===== src/rtl/regfile_sequencer_pkg.sv =====
// Shared types and encodings for the register-file sequencer.
// The HALT state exists only when REGSEQ_TRAP_EN is defined.
package regfile_sequencer_pkg;

   typedef enum logic [2:0] {
      ST_WAIT,
      ST_DECODE,
      ST_GET_A,
      ST_GET_B,
      ST_ALU,
      ST_WR_REG,
      ST_WR_IMM
`ifdef REGSEQ_TRAP_EN
      ,ST_HALT
`endif
   } state_t;

   localparam logic [2:0] OPC_MOV  = 3'b110;
   localparam logic [2:0] OPC_ALU  = 3'b101;

   localparam logic [1:0] OP_MOVI  = 2'b10;
   localparam logic [1:0] OP_MOVR  = 2'b00;
   localparam logic [1:0] OP_ADD   = 2'b00;
   localparam logic [1:0] OP_CMP   = 2'b01;

   localparam logic [1:0] VSEL_C   = 2'b00;
   localparam logic [1:0] VSEL_IMM = 2'b01;

   // Field order matches IR[15:0] so a 16-bit IR maps directly onto it
   typedef struct packed {
      logic [2:0] opcode;
      logic [1:0] op;
      logic [2:0] rn;
      logic [2:0] rd;
      logic [1:0] sh;
      logic [2:0] rm;
   } ir_fields_t;

endpackage


===== src/rtl/regfile_sequencer_if.sv =====
// Instruction handshake plus regfile/datapath control bundle of the sequencer.
interface regfile_sequencer_if #(
   parameter int DATA_W = 16,
   parameter int REG_AW = 3
);
   logic              s;
   logic [DATA_W-1:0] instr;
   logic              w;
   logic [REG_AW-1:0] readnum;
   logic [REG_AW-1:0] writenum;
   logic              write;
   logic              loada;
   logic              loadb;
   logic              loadc;
   logic              loads;
   logic              asel;
   logic              bsel;
   logic [1:0]        vsel;
   logic [1:0]        shift;
   logic [1:0]        alu_op;
   logic [DATA_W-1:0] sximm8;
   logic              err;

   modport master (
      output s, instr,
      input  w, readnum, writenum, write, loada, loadb, loadc, loads,
             asel, bsel, vsel, shift, alu_op, sximm8, err
   );

   modport slave (
      input  s, instr,
      output w, readnum, writenum, write, loada, loadb, loadc, loads,
             asel, bsel, vsel, shift, alu_op, sximm8, err
   );
endinterface


===== src/rtl/regseq_decode.sv =====
// Combinational split of the instruction register into fields plus sign-extended imm8.
module regseq_decode
   import regfile_sequencer_pkg::*;
#(
   parameter int DATA_W = 16
) (
   input  logic [DATA_W-1:0] ir,
   output ir_fields_t        f,
   output logic [DATA_W-1:0] sximm8
);

   assign f      = ir_fields_t'(ir[15:0]);
   assign sximm8 = {{(DATA_W-8){ir[7]}}, ir[7:0]};

endmodule


===== src/rtl/regfile_sequencer.sv =====
// Multi-cycle controller stepping the regfile/ALU datapath through one instruction.
// Optional REGSEQ_TRAP_EN: illegal opcodes lock into HALT (err=1) until reset.
module regfile_sequencer
   import regfile_sequencer_pkg::*;
#(
   parameter int DATA_W = 16,
   parameter int REG_AW = 3
) (
   input logic               clk,
   input logic               reset_n,
   regfile_sequencer_if.slave bus
);

   state_t            state, state_nx;
   logic [DATA_W-1:0] ir;
   ir_fields_t        f;
   logic [DATA_W-1:0] sximm8;
   logic              mov_reg;

   regseq_decode #(.DATA_W(DATA_W)) u_decode (
      .ir     (ir),
      .f      (f),
      .sximm8 (sximm8)
   );

   assign bus.sximm8 = sximm8;
   assign mov_reg    = (f.opcode == OPC_MOV);

   always_ff @(posedge clk) begin
      if (!reset_n) begin
         state <= ST_WAIT;
         ir    <= '0;
      end else begin
         state <= state_nx;
         if (state == ST_WAIT && bus.s) ir <= bus.instr;
      end
   end

   always_comb begin
      state_nx     = state;
      bus.w        = 1'b0;
      bus.readnum  = '0;
      bus.writenum = '0;
      bus.write    = 1'b0;
      bus.loada    = 1'b0;
      bus.loadb    = 1'b0;
      bus.loadc    = 1'b0;
      bus.loads    = 1'b0;
      bus.asel     = 1'b0;
      bus.bsel     = 1'b0;
      bus.vsel     = VSEL_C;
      bus.shift    = 2'b00;
      bus.alu_op   = 2'b00;
      bus.err      = 1'b0;
      case (state)
         ST_WAIT: begin
            bus.w = 1'b1;
            if (bus.s) state_nx = ST_DECODE;
         end
         ST_DECODE: begin
            if (f.opcode == OPC_MOV && f.op == OP_MOVI)      state_nx = ST_WR_IMM;
            else if (f.opcode == OPC_MOV && f.op == OP_MOVR) state_nx = ST_GET_B;
            else if (f.opcode == OPC_ALU)                    state_nx = ST_GET_A;
`ifdef REGSEQ_TRAP_EN
            else                                             state_nx = ST_HALT;
`else
            else                                             state_nx = ST_WAIT;
`endif
         end
         ST_GET_A: begin
            bus.readnum = REG_AW'(f.rn);
            bus.loada   = 1'b1;
            state_nx    = ST_GET_B;
         end
         ST_GET_B: begin
            bus.readnum = REG_AW'(f.rm);
            bus.loadb   = 1'b1;
            state_nx    = ST_ALU;
         end
         ST_ALU: begin
            // MOV reg reuses the ADD path with A forced to zero; only ADD/MOV take a shift
            bus.asel   = mov_reg;
            bus.alu_op = mov_reg ? OP_ADD : f.op;
            bus.shift  = (mov_reg || f.op == OP_ADD) ? f.sh : 2'b00;
            if (!mov_reg && f.op == OP_CMP) begin
               bus.loads = 1'b1;
               state_nx  = ST_WAIT;
            end else begin
               bus.loadc = 1'b1;
               state_nx  = ST_WR_REG;
            end
         end
         ST_WR_REG: begin
            bus.writenum = REG_AW'(f.rd);
            bus.vsel     = VSEL_C;
            bus.write    = 1'b1;
            state_nx     = ST_WAIT;
         end
         ST_WR_IMM: begin
            bus.writenum = REG_AW'(f.rn);
            bus.vsel     = VSEL_IMM;
            bus.write    = 1'b1;
            state_nx     = ST_WAIT;
         end
`ifdef REGSEQ_TRAP_EN
         ST_HALT: begin
            bus.err  = 1'b1;
            state_nx = ST_HALT;
         end
`endif
         default: state_nx = ST_WAIT;
      endcase
   end

endmodule


===== src/flat_wrapper.sv =====
// flat-port wrapper written by rule: the top's interface ports become plain ports
module regfile_sequencer_flat import regfile_sequencer_pkg::*;
#(
   parameter int DATA_W = 16,
   parameter int REG_AW = 3
)
  (clk, reset_n, bus_s, bus_instr, bus_w, bus_readnum, bus_writenum, bus_write, bus_loada, bus_loadb, bus_loadc, bus_loads, bus_asel, bus_bsel, bus_vsel, bus_shift, bus_alu_op, bus_sximm8, bus_err);
  regfile_sequencer_if #(.DATA_W(DATA_W), .REG_AW(REG_AW)) bus_i ();
  input logic clk;
  input logic reset_n;
  input wire logic [$bits(bus_i.s)-1:0] bus_s;
  input wire logic [$bits(bus_i.instr)-1:0] bus_instr;
  output wire logic [$bits(bus_i.w)-1:0] bus_w;
  output wire logic [$bits(bus_i.readnum)-1:0] bus_readnum;
  output wire logic [$bits(bus_i.writenum)-1:0] bus_writenum;
  output wire logic [$bits(bus_i.write)-1:0] bus_write;
  output wire logic [$bits(bus_i.loada)-1:0] bus_loada;
  output wire logic [$bits(bus_i.loadb)-1:0] bus_loadb;
  output wire logic [$bits(bus_i.loadc)-1:0] bus_loadc;
  output wire logic [$bits(bus_i.loads)-1:0] bus_loads;
  output wire logic [$bits(bus_i.asel)-1:0] bus_asel;
  output wire logic [$bits(bus_i.bsel)-1:0] bus_bsel;
  output wire logic [$bits(bus_i.vsel)-1:0] bus_vsel;
  output wire logic [$bits(bus_i.shift)-1:0] bus_shift;
  output wire logic [$bits(bus_i.alu_op)-1:0] bus_alu_op;
  output wire logic [$bits(bus_i.sximm8)-1:0] bus_sximm8;
  output wire logic [$bits(bus_i.err)-1:0] bus_err;
  assign bus_i.s = bus_s;
  assign bus_i.instr = bus_instr;
  assign bus_w = bus_i.w;
  assign bus_readnum = bus_i.readnum;
  assign bus_writenum = bus_i.writenum;
  assign bus_write = bus_i.write;
  assign bus_loada = bus_i.loada;
  assign bus_loadb = bus_i.loadb;
  assign bus_loadc = bus_i.loadc;
  assign bus_loads = bus_i.loads;
  assign bus_asel = bus_i.asel;
  assign bus_bsel = bus_i.bsel;
  assign bus_vsel = bus_i.vsel;
  assign bus_shift = bus_i.shift;
  assign bus_alu_op = bus_i.alu_op;
  assign bus_sximm8 = bus_i.sximm8;
  assign bus_err = bus_i.err;
  regfile_sequencer #(.DATA_W(DATA_W), .REG_AW(REG_AW)) u_core (.clk(clk), .reset_n(reset_n), .bus(bus_i));
endmodule

===== config.mk =====
export PLATFORM = sky130hd
export DESIGN_NAME = regfile_sequencer_flat
export DESIGN_NICKNAME = d
export VERILOG_FILES = /design/src/rtl/regfile_sequencer_pkg.sv /design/src/rtl/regfile_sequencer_if.sv /design/src/rtl/regseq_decode.sv /design/src/rtl/regfile_sequencer.sv /design/src/flat_wrapper.sv
export SDC_FILE = /design/constraint.sdc
export NUM_CORES = 1
export LEC_CHECK = 0
export ABC_CLOCK_PERIOD_IN_PS = 1800
export CAP_MARGIN = 20
export CORE_ASPECT_RATIO = 0.9
export CORE_MARGIN = 3
export CORE_UTILIZATION = 42
export CTS_CLUSTER_DIAMETER = 60
export DETAILED_ROUTE_END_ITERATION = 8
export GPL_ROUTABILITY_DRIVEN = 0
export HOLD_SLACK_MARGIN = 0.1
export PLACE_DENSITY = 0.82
export SLEW_MARGIN = 5
export SYNTH_ARGS = -nofsm -noshare
export SYNTH_HDL_FRONTEND = slang
export SYNTH_HIERARCHICAL = 1
export SYNTH_SLANG_ARGS = --single-unit

===== constraint.sdc =====
create_clock -name clk -period 1.8 [get_ports clk]
set_input_delay 0.18 -clock clk [delete_from_list [all_inputs] [get_ports clk]]
set_output_delay 0.18 -clock clk [all_outputs]
set_load 0.01 [all_outputs]

==> impl_metrics.prom, run 1 <==
# TYPE chip_impl_metric gauge
chip_impl_metric{name="final_design_area_no_fill",unit="mm^2"} 0.00169
chip_impl_metric{name="fp.coreArea",unit="mm^2"} 0.00284
chip_impl_metric{name="regToRegSetupSlack",unit="ns"} 0.25
chip_impl_info{name="layout.cells.most_common",value="sky130_fd_sc_hd__clkdlybuf4s50_1"} 1
chip_impl_metric{name="ant_nets",unit=""} 0
chip_impl_metric{name="area_of_placed_instances",unit="mm^2"} 0.00165
chip_impl_metric{name="arrival",unit="ns"} 1.54
chip_impl_metric{name="hold_path_depth",unit=""} 3
chip_impl_metric{name="drive_gt1_frac",unit=""} 0.134
chip_impl_metric{name="routed_wirelength",unit="mm"} 2.99
chip_impl_metric{name="ys.warnings.count",unit=""} 6
chip_impl_metric{name="grt_usage",unit=""} 0.153
chip_impl_metric{name="ctsHtreeMaxLevel",unit=""} 1
chip_impl_metric{name="power.static_leakage",unit="nW"} 0.717
chip_impl_metric{name="grt_pass1_vias",unit=""} 1019
chip_impl_metric{name="floorplan.die.width",unit="um"} 64.5
chip_impl_metric{name="period_minus_slack",unit="ns"} 1.72
chip_impl_metric{name="grt_residual_overflow",unit=""} 0
chip_impl_metric{name="grt_pass1_wl",unit="mm"} 4.59
chip_impl_metric{name="chipHeight",unit="um"} 58.7
chip_impl_metric{name="routed_via_density",unit=""} 4.85
chip_impl_metric{name="clock_path_buffers",unit=""} 2
chip_impl_metric{name="post-route-drc-count",unit=""} 0
chip_impl_metric{name="worst_skew_pair_latency",unit="ns"} 0.30
chip_impl_metric{name="ys_ff_latch",unit=""} 19
chip_impl_info{name="cts_tree",value="done"} 1
chip_impl_metric{name="critical_path_maximum_fanout",unit=""} 5
chip_impl_metric{name="share_of_the_clock_period_used_by_the_worst_path_after_layout",unit=""} 0.958
chip_impl_metric{name="initial_utilization",unit=""} 0.456
chip_impl_info{name="unrepaired_setup_endpoints_after_global_routing",value="no"} 1
chip_impl_info{name="holdCritStartpoint",value="bus_instr[2]"} 1
chip_impl_metric{name="num_antenna_cells",unit=""} 0
chip_impl_metric{name="syn-cell-area",unit="mm^2"} 0.00129
chip_impl_metric{name="clock_sinks",unit=""} 19
chip_impl_metric{name="max_cap_viol_count",unit=""} 0
chip_impl_metric{name="count_of_pins_on_the_block_boundary",unit=""} 56
chip_impl_metric{name="antenna_found_initial",unit=""} 0
chip_impl_metric{name="ir_worst_vdd",unit="uV"} 348
chip_impl_metric{name="ys_seq_area_frac",unit=""} 0.294
chip_impl_metric{name="slew_viol_final",unit=""} 0
chip_impl_metric{name="r2r.worst_path.cells",unit=""} 5
chip_impl_info{name="regToRegEndpoint",value="u_core/ir[5]"} 1
chip_impl_info{name="run_status",value="finished, final reports clean"} 1
chip_impl_metric{name="power_density",unit="mW/mm^2"} 537
chip_impl_info{name="synth_flop_cell",value="sky130_fd_sc_hd__dfxtp_1"} 1
chip_impl_metric{name="synth_to_final_area_change",unit="%"} 30.9
chip_impl_info{name="hp-class",value="input pin to register"} 1
chip_impl_metric{name="dpl_hpwl",unit="mm"} 2.28
chip_impl_metric{name="synth.lib_cells_used.distinct",unit=""} 34
chip_impl_metric{name="synth_async_sr_flop_share",unit=""} 0
chip_impl_info{name="cp-start-kind",value="register"} 1
chip_impl_info{name="crit-reg2reg-launch",value="u_core/state[0]"} 1
chip_impl_metric{name="synth-edff-count",unit=""} 0
chip_impl_metric{name="setup_viol",unit=""} 0
chip_impl_metric{name="num_cts_buffers",unit=""} 3
chip_impl_metric{name="row_count",unit=""} 18
chip_impl_metric{name="timing.clock.skew",unit="ns"} 0.00837
chip_impl_metric{name="post_drt_wl_per_cell",unit="um"} 12.8
chip_impl_metric{name="drt_pass1_iterations",unit=""} 4
chip_impl_metric{name="floorplan.die_area",unit="mm^2"} 0.00378
chip_impl_metric{name="fin_util",unit=""} 0.597
chip_impl_info{name="root_buffer",value="sky130_fd_sc_hd__clkbuf_4"} 1
chip_impl_metric{name="post_synth.cell_area_avg",unit="um^2"} 7.79
chip_impl_info{name="hold-path-endpoint",value="u_core/ir[2]"} 1
chip_impl_metric{name="detailedRoute.firstIterationViolations",unit=""} 21
chip_impl_metric{name="achievable-frequency",unit="MHz"} 580
chip_impl_info{name="critical_path_class",value="register to primary output"} 1
chip_impl_metric{name="detailroute.via_count",unit=""} 1136
chip_impl_info{name="setup.worst_path.start",value="u_core/ir[13]"} 1
chip_impl_metric{name="synthCells",unit=""} 166
chip_impl_info{name="layout_common_cells",value="34 x sky130_fd_sc_hd__clkdlybuf4s50_1, 33 x sky130_fd_sc_hd__nand2_1, 16 x sky130_fd_sc_hd__dlygate4sd2_1"} 1
chip_impl_metric{name="worst_ep_required_time",unit="ns"} 1.62
chip_impl_info{name="worst_setup_path_end_kind",value="primary output"} 1
chip_impl_metric{name="io_buffer_count",unit=""} 52
chip_impl_metric{name="grt_start_max_net_pins",unit=""} 18
chip_impl_metric{name="cts.clk_slew.worst_paths",unit="ns"} 0.11
chip_impl_metric{name="cts_hold_buffers",unit=""} 0
chip_impl_metric{name="nets",unit=""} 214
chip_impl_metric{name="finalHoldViolations",unit=""} 0
-- worst max-delay path by stage --
stage	to	depth (start not counted)
floorplan	bus_loads	4
global placement	bus_loads	4
detailed placement	bus_loads	4
CTS	bus_shift[1]	4
global route	bus_shift[0]	4
finish	bus_shift[0]	4
-- cell families (layout without fill, tap and decap cells) --
family                 count (synthesis)  after routing  synth area share
AND/OR/NAND/NOR                       71             71             0.283
multiplexers                           3              3            0.0232
AO/OA/AOI/OAI                         28             28             0.158
other                                  1              3           0.00290
flip-flops                            19             19             0.294
buffers and inverters                 44             70             0.239
-- state kept, by name, indices dropped and copies added, names as in the netlist --
name	count
u_core/ir	16
u_core/state	3
-- stage by stage --
step           setup slack [ns]  hold slack (ns)  power [mW]  std cells  TNS (ns)
5_1_grt                0.000708            0.394       0.956        234         0
3_3_place_gp             0.0239            0.461       0.696        229         0
3_5_place_dp           -0.00791            0.467       0.701        229  -0.00791
2_1_floorplan             0.339            0.315       0.643        168         0
6_report                 0.0751            0.409       0.909        234         0
4_1_cts                  0.0337            0.397       0.925        234         0
-- area by class of cell --
cell class / instances / area [um^2]
Sequential cell: 19 / 388
Multi-Input combinational cell: 105 / 631
Clock inverter: 1 / 5.00
Clock buffer: 3 / 22.5
Tap cell: 40 / 50.0
Timing Repair Buffer: 64 / 591
Fill cell: 287 / 1140
Inverter: 2 / 7.51
-- routing by layer --
| layer | part of all wire | up-vias | track usage |
|---|---|---|---|
| li1 | - | 570 | - |
| met1 | 0.45 | 526 | 0.188 |
| met2 | 0.48 | 38 | 0.275 |
| met3 | 0.062 | 2 | 0.0286 |
| met4 | 0.0047 | 0 | 0.0452 |
| met5 | 0 | - | 0 |
-- worst max-delay path, cell delays in order, from the launching register on --
cell and delay [ns]:
sky130_fd_sc_hd__dfxtp_2 0.37, sky130_fd_sc_hd__and3b_2 0.25, sky130_fd_sc_hd__o21a_1 0.20, sky130_fd_sc_hd__and2_1 0.15, sky130_fd_sc_hd__dlygate4sd2_1 0.27
-- report_power, final --
| group | total [mW] | internal [mW] | switching [mW] |
|---|---|---|---|
| sequential | 0.471 | 0.445 | 0.0255 |
| clock | 0.216 | 0.0827 | 0.133 |
| combinational | 0.223 | 0.127 | 0.0957 |
| total | 0.909 | 0.655 | 0.255 |
-- cells in the mapped netlist (all sizes together), types with 2 or more instances --
master / number / area [um^2]
a22oi: 3 / 22.5
mux2i: 3 / 30.0
and3: 2 / 12.5
nor3b: 3 / 22.5
a211oi: 3 / 22.5
nor2: 12 / 45.0
nor4b: 2 / 32.5
nand2: 33 / 124
a21boi: 16 / 120
buf: 40 / 294
dfxtp: 19 / 380
and3b: 2 / 17.5
clkbuf: 2 / 7.51
nor2b: 6 / 37.5
inv: 2 / 7.51
o21a: 2 / 15.0
and2: 3 / 18.8
-- what timing repair did --
item,4_1_cts,5_1_grt
setup buffers,1,0
gates resized for setup,28,2
pin swaps,1,1
endpoints found under the setup margin,18,3
No activity file was read; power rests on OpenSTA's default activity.
==> run 2: changes to the inputs <==
--- a/config.mk
+++ b/config.mk
@@ -5,17 +5,17 @@
 export SDC_FILE = /design/constraint.sdc
 export NUM_CORES = 1
 export LEC_CHECK = 0
-export ABC_CLOCK_PERIOD_IN_PS = 1800
+export ABC_CLOCK_PERIOD_IN_PS = 1500
 export CAP_MARGIN = 20
 export CORE_ASPECT_RATIO = 0.9
 export CORE_MARGIN = 3
-export CORE_UTILIZATION = 42
+export CORE_UTILIZATION = 38
 export CTS_CLUSTER_DIAMETER = 60
 export DETAILED_ROUTE_END_ITERATION = 8
 export GPL_ROUTABILITY_DRIVEN = 0
 export HOLD_SLACK_MARGIN = 0.1
-export PLACE_DENSITY = 0.82
-export SLEW_MARGIN = 5
+export PLACE_DENSITY = 0.78
+export SLEW_MARGIN = 20
 export SYNTH_ARGS = -nofsm -noshare
 export SYNTH_HDL_FRONTEND = slang
 export SYNTH_HIERARCHICAL = 1
==> constraint.sdc (replaced) <==
create_clock -name clk -period 1.5 [get_ports clk]
set_input_delay 0.15 -clock clk [delete_from_list [all_inputs] [get_ports clk]]
set_output_delay 0.15 -clock clk [all_outputs]
set_load 0.05 [all_outputs]
==> impl_metrics.prom, run 2 (same netlist as run 1, synthesis figures left out) <==
# TYPE chip_impl_metric gauge
chip_impl_info{name="run_status",value="finished with violations"} 1
chip_impl_info{name="violations_in_the_final_reports",value="setup timing"} 1
chip_impl_metric{name="num_antenna_cells",unit=""} 0
chip_impl_metric{name="grt_pass1_wl",unit="mm"} 5.70
chip_impl_metric{name="clock_path_buffers",unit=""} 2
chip_impl_metric{name="final_setup_slack_of_the_worst_path",unit="ns"} -0.0411
chip_impl_info{name="cts_tree",value="done"} 1
chip_impl_metric{name="worst_skew_pair_latency",unit="ns"} 0.26
chip_impl_metric{name="floorplan.die.width",unit="um"} 67.5
chip_impl_metric{name="antenna_found_initial",unit=""} 0
chip_impl_metric{name="cts.clk_slew.worst_paths",unit="ns"} 0.08
chip_impl_metric{name="num-fill-cells",unit=""} 229
chip_impl_metric{name="initial_utilization",unit=""} 0.409
chip_impl_metric{name="totalPowerFinal",unit="mW"} 1.41
chip_impl_metric{name="final_design_area_no_fill",unit="mm^2"} 0.00218
chip_impl_metric{name="drt_pass1_iterations",unit=""} 4
chip_impl_metric{name="max_cap_viol_count",unit=""} 0
chip_impl_metric{name="grt_start_max_net_pins",unit=""} 16
chip_impl_metric{name="power.static_leakage",unit="nW"} 0.838
chip_impl_metric{name="ctsHtreeMaxLevel",unit=""} 1
chip_impl_metric{name="routed_via_density",unit=""} 4.99
chip_impl_metric{name="grt_residual_overflow",unit=""} 0
chip_impl_metric{name="count_of_pins_on_the_block_boundary",unit=""} 56
chip_impl_metric{name="critical_path_maximum_fanout",unit=""} 10
chip_impl_info{name="layout_common_cells",value="33 x sky130_fd_sc_hd__nand2_1, 27 x sky130_fd_sc_hd__buf_12, 22 x sky130_fd_sc_hd__buf_4"} 1
chip_impl_metric{name="arrival",unit="ns"} 1.39
chip_impl_info{name="root_buffer",value="sky130_fd_sc_hd__clkbuf_8"} 1
chip_impl_info{name="largest-register",value="u_core/ir"} 1
chip_impl_metric{name="finalHoldViolations",unit=""} 0
chip_impl_metric{name="row_count",unit=""} 19
chip_impl_metric{name="chipHeight",unit="um"} 61.4
chip_impl_metric{name="hold_path_depth",unit=""} 3
chip_impl_metric{name="drive_gt1_frac",unit=""} 0.468
chip_impl_metric{name="dp.cells",unit=""} 233
chip_impl_metric{name="grt_usage",unit=""} 0.180
chip_impl_metric{name="period_minus_slack",unit="ns"} 1.54
chip_impl_metric{name="detailroute.via_count",unit=""} 1212
chip_impl_metric{name="area_of_placed_instances",unit="mm^2"} 0.00197
chip_impl_info{name="cp-start-kind",value="register"} 1
chip_impl_metric{name="ant_nets",unit=""} 0
chip_impl_metric{name="ir_worst_vdd",unit="uV"} 579
chip_impl_info{name="worst_setup_path_end_kind",value="primary output"} 1
chip_impl_metric{name="largest_reg_flops",unit=""} 16
chip_impl_info{name="layout_top_registers",value="u_core/ir: 16 flops, u_core/state: 3 flops"} 1
chip_impl_metric{name="detailedRoute.firstIterationViolations",unit=""} 75
chip_impl_metric{name="dpl_hpwl",unit="mm"} 2.61
chip_impl_metric{name="routed_wirelength",unit="mm"} 3.59
chip_impl_metric{name="clock_sinks",unit=""} 19
chip_impl_metric{name="timing.clock.skew",unit="ns"} 0.00316
chip_impl_metric{name="regArea",unit="um^2"} 398
chip_impl_metric{name="layout.cells.non_filler",unit=""} 243
chip_impl_metric{name="slew_viol_final",unit=""} 0
chip_impl_metric{name="share_of_the_clock_period_used_by_the_worst_path_after_layout",unit=""} 1.03
chip_impl_metric{name="fp.coreArea",unit="mm^2"} 0.00316
chip_impl_metric{name="synth_to_final_area_change",unit="%"} 68.7
chip_impl_info{name="layout.cells.most_common",value="sky130_fd_sc_hd__nand2_1"} 1
chip_impl_metric{name="post-route-drc-count",unit=""} 0
chip_impl_metric{name="io_buffer_count",unit=""} 52
chip_impl_info{name="hp-class",value="input pin to register"} 1
chip_impl_metric{name="post_drt_wl_per_cell",unit="um"} 14.8
chip_impl_metric{name="r2r.worst_path.cells",unit=""} 5
chip_impl_metric{name="achievable-frequency",unit="MHz"} 649
chip_impl_info{name="unrepaired_setup_endpoints_after_global_routing",value="yes"} 1
chip_impl_metric{name="power_density",unit="mW/mm^2"} 644
chip_impl_metric{name="setup_viol",unit=""} 10
chip_impl_info{name="critical_path_class",value="register to primary output"} 1
chip_impl_metric{name="hold_slack",unit="ns"} 0.423
chip_impl_metric{name="floorplan.die_area",unit="mm^2"} 0.00414
chip_impl_metric{name="multi_input_area",unit="um^2"} 741
chip_impl_metric{name="num_cts_buffers",unit=""} 3
chip_impl_metric{name="worst_ep_required_time",unit="ns"} 1.35
chip_impl_metric{name="nets",unit=""} 221
chip_impl_metric{name="grt_pass1_vias",unit=""} 1185
-- run 2: metal layers --
metal  vias to the layer above  share of wire  global-route usage
met1                       573           0.41               0.214
met5                         -              0                   0
li1                        585              -                   -
met4                         0         0.0067              0.0491
met2                        50           0.52               0.327
met3                         4          0.069              0.0420
-- run 2: final timing paths --
kind | end | slack, ns | from
max | bus_readnum[2] | -0.04 | u_core/state[2]
min | u_core/ir[0] | 0.42 | bus_instr[0]
max reg2reg | u_core/ir[7] | 0.05 | u_core/state[0]
min reg2reg | u_core/ir[2] | 0.48 | u_core/ir[2]
-- run 2: critical path: stages (launching register included) --
cell and delay [ns]:
sky130_fd_sc_hd__dfxtp_4 0.37, sky130_fd_sc_hd__buf_4 0.18, sky130_fd_sc_hd__nand2b_2 0.23, sky130_fd_sc_hd__nor2_2 0.19
sky130_fd_sc_hd__buf_12 0.16
-- run 2: stage by stage --
step           worst slack (ns)  setup TNS (ns)   util
2_1_floorplan            -0.134          -0.564      -
3_3_place_gp            -0.0364          -0.413  0.623
3_5_place_dp            -0.0639          -0.719  0.623
4_1_cts                 -0.0544          -0.411  0.668
5_1_grt                 -0.0922          -0.830  0.690
6_report                -0.0411          -0.254  0.690
-- run 2: cell type report --
type,count,share of cell area
Clock inverter,1,0.00344
Sequential cell,19,0.182
Inverter,2,0.00344
Clock buffer,3,0.0189
Timing Repair Buffer,71,0.428
Multi-Input combinational cell,105,0.339
Tap cell,42,0.0241
-- run 2: repair_timing --
action / 4_1_cts / 5_1_grt
endpoints found under the setup margin: 17 / 33
hold buffers: 0 / 0
gates resized for setup: 24 / 18
buffers inserted: 4 / 2
pin swaps: 3 / 6
-- run 2: power breakdown --
group          switching [mW]  total [mW]  internal [mW]
Clock                   0.187       0.374          0.188
Sequential             0.0385       0.571          0.533
Combinational           0.247       0.460          0.213
==> run 3: changes to the inputs <==
--- a/config.mk
+++ b/config.mk
@@ -9,14 +9,14 @@
 export CAP_MARGIN = 20
 export CORE_ASPECT_RATIO = 0.9
 export CORE_MARGIN = 3
-export CORE_UTILIZATION = 38
+export CORE_UTILIZATION = 37
 export CTS_CLUSTER_DIAMETER = 60
 export DETAILED_ROUTE_END_ITERATION = 8
 export GPL_ROUTABILITY_DRIVEN = 0
+export GPL_TIMING_DRIVEN = 0
 export HOLD_SLACK_MARGIN = 0.1
-export PLACE_DENSITY = 0.78
+export PLACE_DENSITY = 0.77
 export SLEW_MARGIN = 20
 export SYNTH_ARGS = -nofsm -noshare
 export SYNTH_HDL_FRONTEND = slang
-export SYNTH_HIERARCHICAL = 1
 export SYNTH_SLANG_ARGS = --single-unit
==> impl_metrics.prom, run 3 <==
# TYPE chip_impl_metric gauge
chip_impl_metric{name="nets",unit=""} 243
chip_impl_metric{name="power.static_leakage",unit="nW"} 0.959
chip_impl_metric{name="power.switching_fraction",unit=""} 0.334
chip_impl_metric{name="clock_sinks",unit=""} 19
chip_impl_metric{name="grt_usage",unit=""} 0.182
chip_impl_metric{name="ys_seq_area_frac",unit=""} 0.303
chip_impl_metric{name="fin_util",unit=""} 0.701
chip_impl_metric{name="seq_power_share",unit=""} 0.413
chip_impl_info{name="cp-start-kind",value="register"} 1
chip_impl_metric{name="post_synth.cell_area_avg",unit="um^2"} 8.53
chip_impl_metric{name="max_cap_viol_count",unit=""} 0
chip_impl_metric{name="drive_gt1_frac",unit=""} 0.587
chip_impl_metric{name="row_count",unit=""} 19
chip_impl_metric{name="floorplan.die_area",unit="mm^2"} 0.00412
chip_impl_info{name="synth_flop_cell",value="sky130_fd_sc_hd__dfxtp_1"} 1
chip_impl_metric{name="antenna_found_initial",unit=""} 0
chip_impl_info{name="setup.worst_path.start",value="u_core.state[0]"} 1
chip_impl_metric{name="power_density",unit="mW/mm^2"} 628
chip_impl_metric{name="slew_viol_final",unit=""} 0
chip_impl_metric{name="worst_ep_required_time",unit="ns"} 1.35
chip_impl_metric{name="critical_path_maximum_fanout",unit=""} 5
chip_impl_info{name="violations_in_the_final_reports",value="setup timing"} 1
chip_impl_metric{name="area_of_placed_instances",unit="mm^2"} 0.00191
chip_impl_metric{name="ctsHtreeMaxLevel",unit=""} 1
chip_impl_info{name="layout.cells.most_common",value="sky130_fd_sc_hd__buf_4"} 1
chip_impl_metric{name="multi_input_area",unit="um^2"} 795
chip_impl_metric{name="power_switching",unit="mW"} 0.461
chip_impl_metric{name="routed-wl-met3",unit="um"} 204
chip_impl_metric{name="dpl_hpwl",unit="mm"} 2.63
chip_impl_metric{name="detailroute.via_count",unit=""} 1261
chip_impl_info{name="root_buffer",value="sky130_fd_sc_hd__clkbuf_8"} 1
chip_impl_metric{name="final_design_area_no_fill",unit="mm^2"} 0.00220
chip_impl_info{name="hp-class",value="input pin to register"} 1
chip_impl_metric{name="setup_viol",unit=""} 25
chip_impl_metric{name="synth_to_final_area_change",unit="%"} 75.3
chip_impl_metric{name="share_of_the_clock_period_used_by_the_worst_path_after_layout",unit=""} 1.20
chip_impl_metric{name="post-route-drc-count",unit=""} 0
chip_impl_metric{name="arrival",unit="ns"} 1.65
chip_impl_metric{name="cts.clk_slew.worst_paths",unit="ns"} 0.08
chip_impl_info{name="unrepaired_setup_endpoints_after_global_routing",value="yes"} 1
chip_impl_info{name="cts_tree",value="done"} 1
chip_impl_info{name="layout_top_registers",value="u_core.ir: 16 flops, u_core.state: 3 flops"} 1
chip_impl_info{name="critical_path_class",value="register to primary output"} 1
chip_impl_metric{name="timing.clock.skew",unit="ns"} 0.00240
chip_impl_info{name="largest-register",value="u_core.ir"} 1
chip_impl_metric{name="detailedRoute.firstIterationViolations",unit=""} 64
chip_impl_info{name="worst_setup_path_end_kind",value="primary output"} 1
chip_impl_metric{name="grt_pass1_wl",unit="mm"} 5.72
chip_impl_metric{name="period_minus_slack",unit="ns"} 1.80
chip_impl_metric{name="length_of_routed_wiring_on_met1",unit="mm"} 1.61
chip_impl_metric{name="num_antenna_cells",unit=""} 0
chip_impl_metric{name="worst_skew_pair_latency",unit="ns"} 0.25
chip_impl_metric{name="grt_pass1_vias",unit=""} 1192
chip_impl_metric{name="io_buffer_count",unit=""} 52
chip_impl_metric{name="regArea",unit="um^2"} 390
chip_impl_metric{name="achievable-frequency",unit="MHz"} 555
chip_impl_metric{name="dp.cells",unit=""} 243
chip_impl_metric{name="finalHoldViolations",unit=""} 0
chip_impl_metric{name="layout.cells.non_filler",unit=""} 265
chip_impl_metric{name="syn-cell-area",unit="mm^2"} 0.00125
chip_impl_info{name="layout_common_cells",value="34 x sky130_fd_sc_hd__buf_4, 22 x sky130_fd_sc_hd__nand2_1, 18 x sky130_fd_sc_hd__clkdlybuf4s50_1"} 1
chip_impl_metric{name="totalPowerFinal",unit="mW"} 1.38
chip_impl_metric{name="initial_utilization",unit=""} 0.400
chip_impl_metric{name="floorplan.die.width",unit="um"} 67.4
chip_impl_metric{name="routed_via_density",unit=""} 4.76
chip_impl_metric{name="ys.warnings.count",unit=""} 0
chip_impl_metric{name="cts_hold_buffers",unit=""} 0
chip_impl_metric{name="hold_slack",unit="ns"} 0.448
chip_impl_metric{name="largest_reg_flops",unit=""} 16
chip_impl_metric{name="fp.coreArea",unit="mm^2"} 0.00314
chip_impl_info{name="crit-reg2reg-launch",value="u_core.state[1]"} 1
chip_impl_metric{name="post_drt_wl_per_cell",unit="um"} 14.3
chip_impl_metric{name="synth_top_area_frac",unit=""} 0.303
chip_impl_metric{name="cellInternalPower",unit="mW"} 0.920
chip_impl_metric{name="synth-edff-count",unit=""} 0
chip_impl_metric{name="clock_power_share",unit=""} 0.262
chip_impl_metric{name="combinational_power_share",unit=""} 0.325
chip_impl_metric{name="ant_nets",unit=""} 0
chip_impl_metric{name="count_of_pins_on_the_block_boundary",unit=""} 56
chip_impl_info{name="synth.most_common_cell",value="sky130_fd_sc_hd__nand2_1"} 1
chip_impl_info{name="highest_routed_layer",value="met4"} 1
chip_impl_metric{name="clock_path_buffers",unit=""} 2
chip_impl_metric{name="num_cts_buffers",unit=""} 3
chip_impl_metric{name="synthCells",unit=""} 147
chip_impl_metric{name="routed_wirelength",unit="mm"} 3.78
chip_impl_metric{name="num-fill-cells",unit=""} 262
chip_impl_info{name="synth_top_cells_by_count",value="23 x sky130_fd_sc_hd__nand2_1, 19 x sky130_fd_sc_hd__buf_4, 19 x sky130_fd_sc_hd__dfxtp_1"} 1
chip_impl_info{name="yosys.area.top_type",value="sky130_fd_sc_hd__dfxtp_1"} 1
chip_impl_metric{name="ys_ff_latch",unit=""} 19
chip_impl_metric{name="grt_start_max_net_pins",unit=""} 12
chip_impl_metric{name="synth.lib_cells_used.distinct",unit=""} 39
chip_impl_info{name="holdCritStartpoint",value="bus_instr[7]"} 1
chip_impl_metric{name="final_setup_slack_of_the_worst_path",unit="ns"} -0.301
chip_impl_info{name="post_synth_main_area_contributors",value="sky130_fd_sc_hd__dfxtp_1 30%, sky130_fd_sc_hd__buf_4 11%, sky130_fd_sc_hd__a21boi_2 9.0%"} 1
chip_impl_metric{name="grt_residual_overflow",unit=""} 0
chip_impl_info{name="run_status",value="finished with violations"} 1
chip_impl_metric{name="chipHeight",unit="um"} 61.2
chip_impl_metric{name="synth_async_sr_flop_share",unit=""} 0
chip_impl_metric{name="drt_pass1_iterations",unit=""} 4
chip_impl_metric{name="met2_wirelength",unit="mm"} 1.95
chip_impl_metric{name="ir_worst_vdd",unit="uV"} 435
## run 3: logic make-up (layout without fill, tap and decap cells)
family	after synthesis	in the layout	share of synthesized area
and+or+nand+nor	66	66	0.298
AOI/OAI and AO/OA	32	32	0.229
buffers and inverters	29	103	0.167
DFF	19	19	0.303
other	1	3	0.00299
## run 3: layout make-up
| cell class | instances | area share |
|---|---|---|
| Buffer | 26 | 0.0939 |
| Tap cell | 42 | 0.0239 |
| Inverter | 2 | 0.00683 |
| Multi-Input combinational cell | 101 | 0.361 |
| Timing Repair Buffer | 71 | 0.315 |
| Clock buffer | 3 | 0.0188 |
| Clock inverter | 1 | 0.00228 |
| Sequential cell | 19 | 0.178 |
## run 3: per-layer routing
metal	global-route usage	vias to the layer above
li1	-	623
met1	0.229	602
met2	0.331	34
met3	0.0347	2
met4	0.0260	0
met5	0	-
## run 3: repair_timing
| action | CTS | global route |
|---|---|---|
| buffers inserted | 8 | 11 |
| endpoints found under the setup margin | 34 | 41 |
| gates cloned | 0 | 1 |
| resized for setup | 168 | 29 |
| pin swaps | 9 | 8 |
## run 3: worst max-delay path, cell delays in order (launching register included)
cell	delay (ns)
sky130_fd_sc_hd__dfxtp_4	0.35
sky130_fd_sc_hd__buf_6	0.11
sky130_fd_sc_hd__or3b_4	0.43
sky130_fd_sc_hd__a21oi_4	0.18
sky130_fd_sc_hd__and2_4	0.18
sky130_fd_sc_hd__buf_8	0.14
## run 3: path summary, 6_finish.rpt
| path | end | slack, ns | cells past startpoint |
|---|---|---|---|
| max | bus_shift[1] | -0.30 | 5 |
| max reg2reg | u_core.ir[12] | -0.03 | 5 |
| min | u_core.ir[7] | 0.45 | 3 |
| min reg2reg | u_core.ir[4] | 0.49 | 2 |
## run 3: power groups by stage
stage / registers, mW / logic (mW) / clock network (mW)
final: 0.570 / 0.449 / 0.362
after global routing: 0.575 / 0.477 / 0.386
after CTS: 0.569 / 0.424 / 0.361
after detailed placement: 0.583 / 0.422 / 0
after global placement: 0.581 / 0.413 / 0
after floorplan: 0.574 / 0.293 / 0
## run 3: metrics by stage
stage               worst slack (ns)  setup TNS [ns]
detailed placement            -0.833          -12.80
finish                        -0.301           -3.72
floorplan                     -0.204          -0.397
CTS                           -0.293           -2.46
global route                  -0.340           -4.88
global placement              -0.806          -11.73
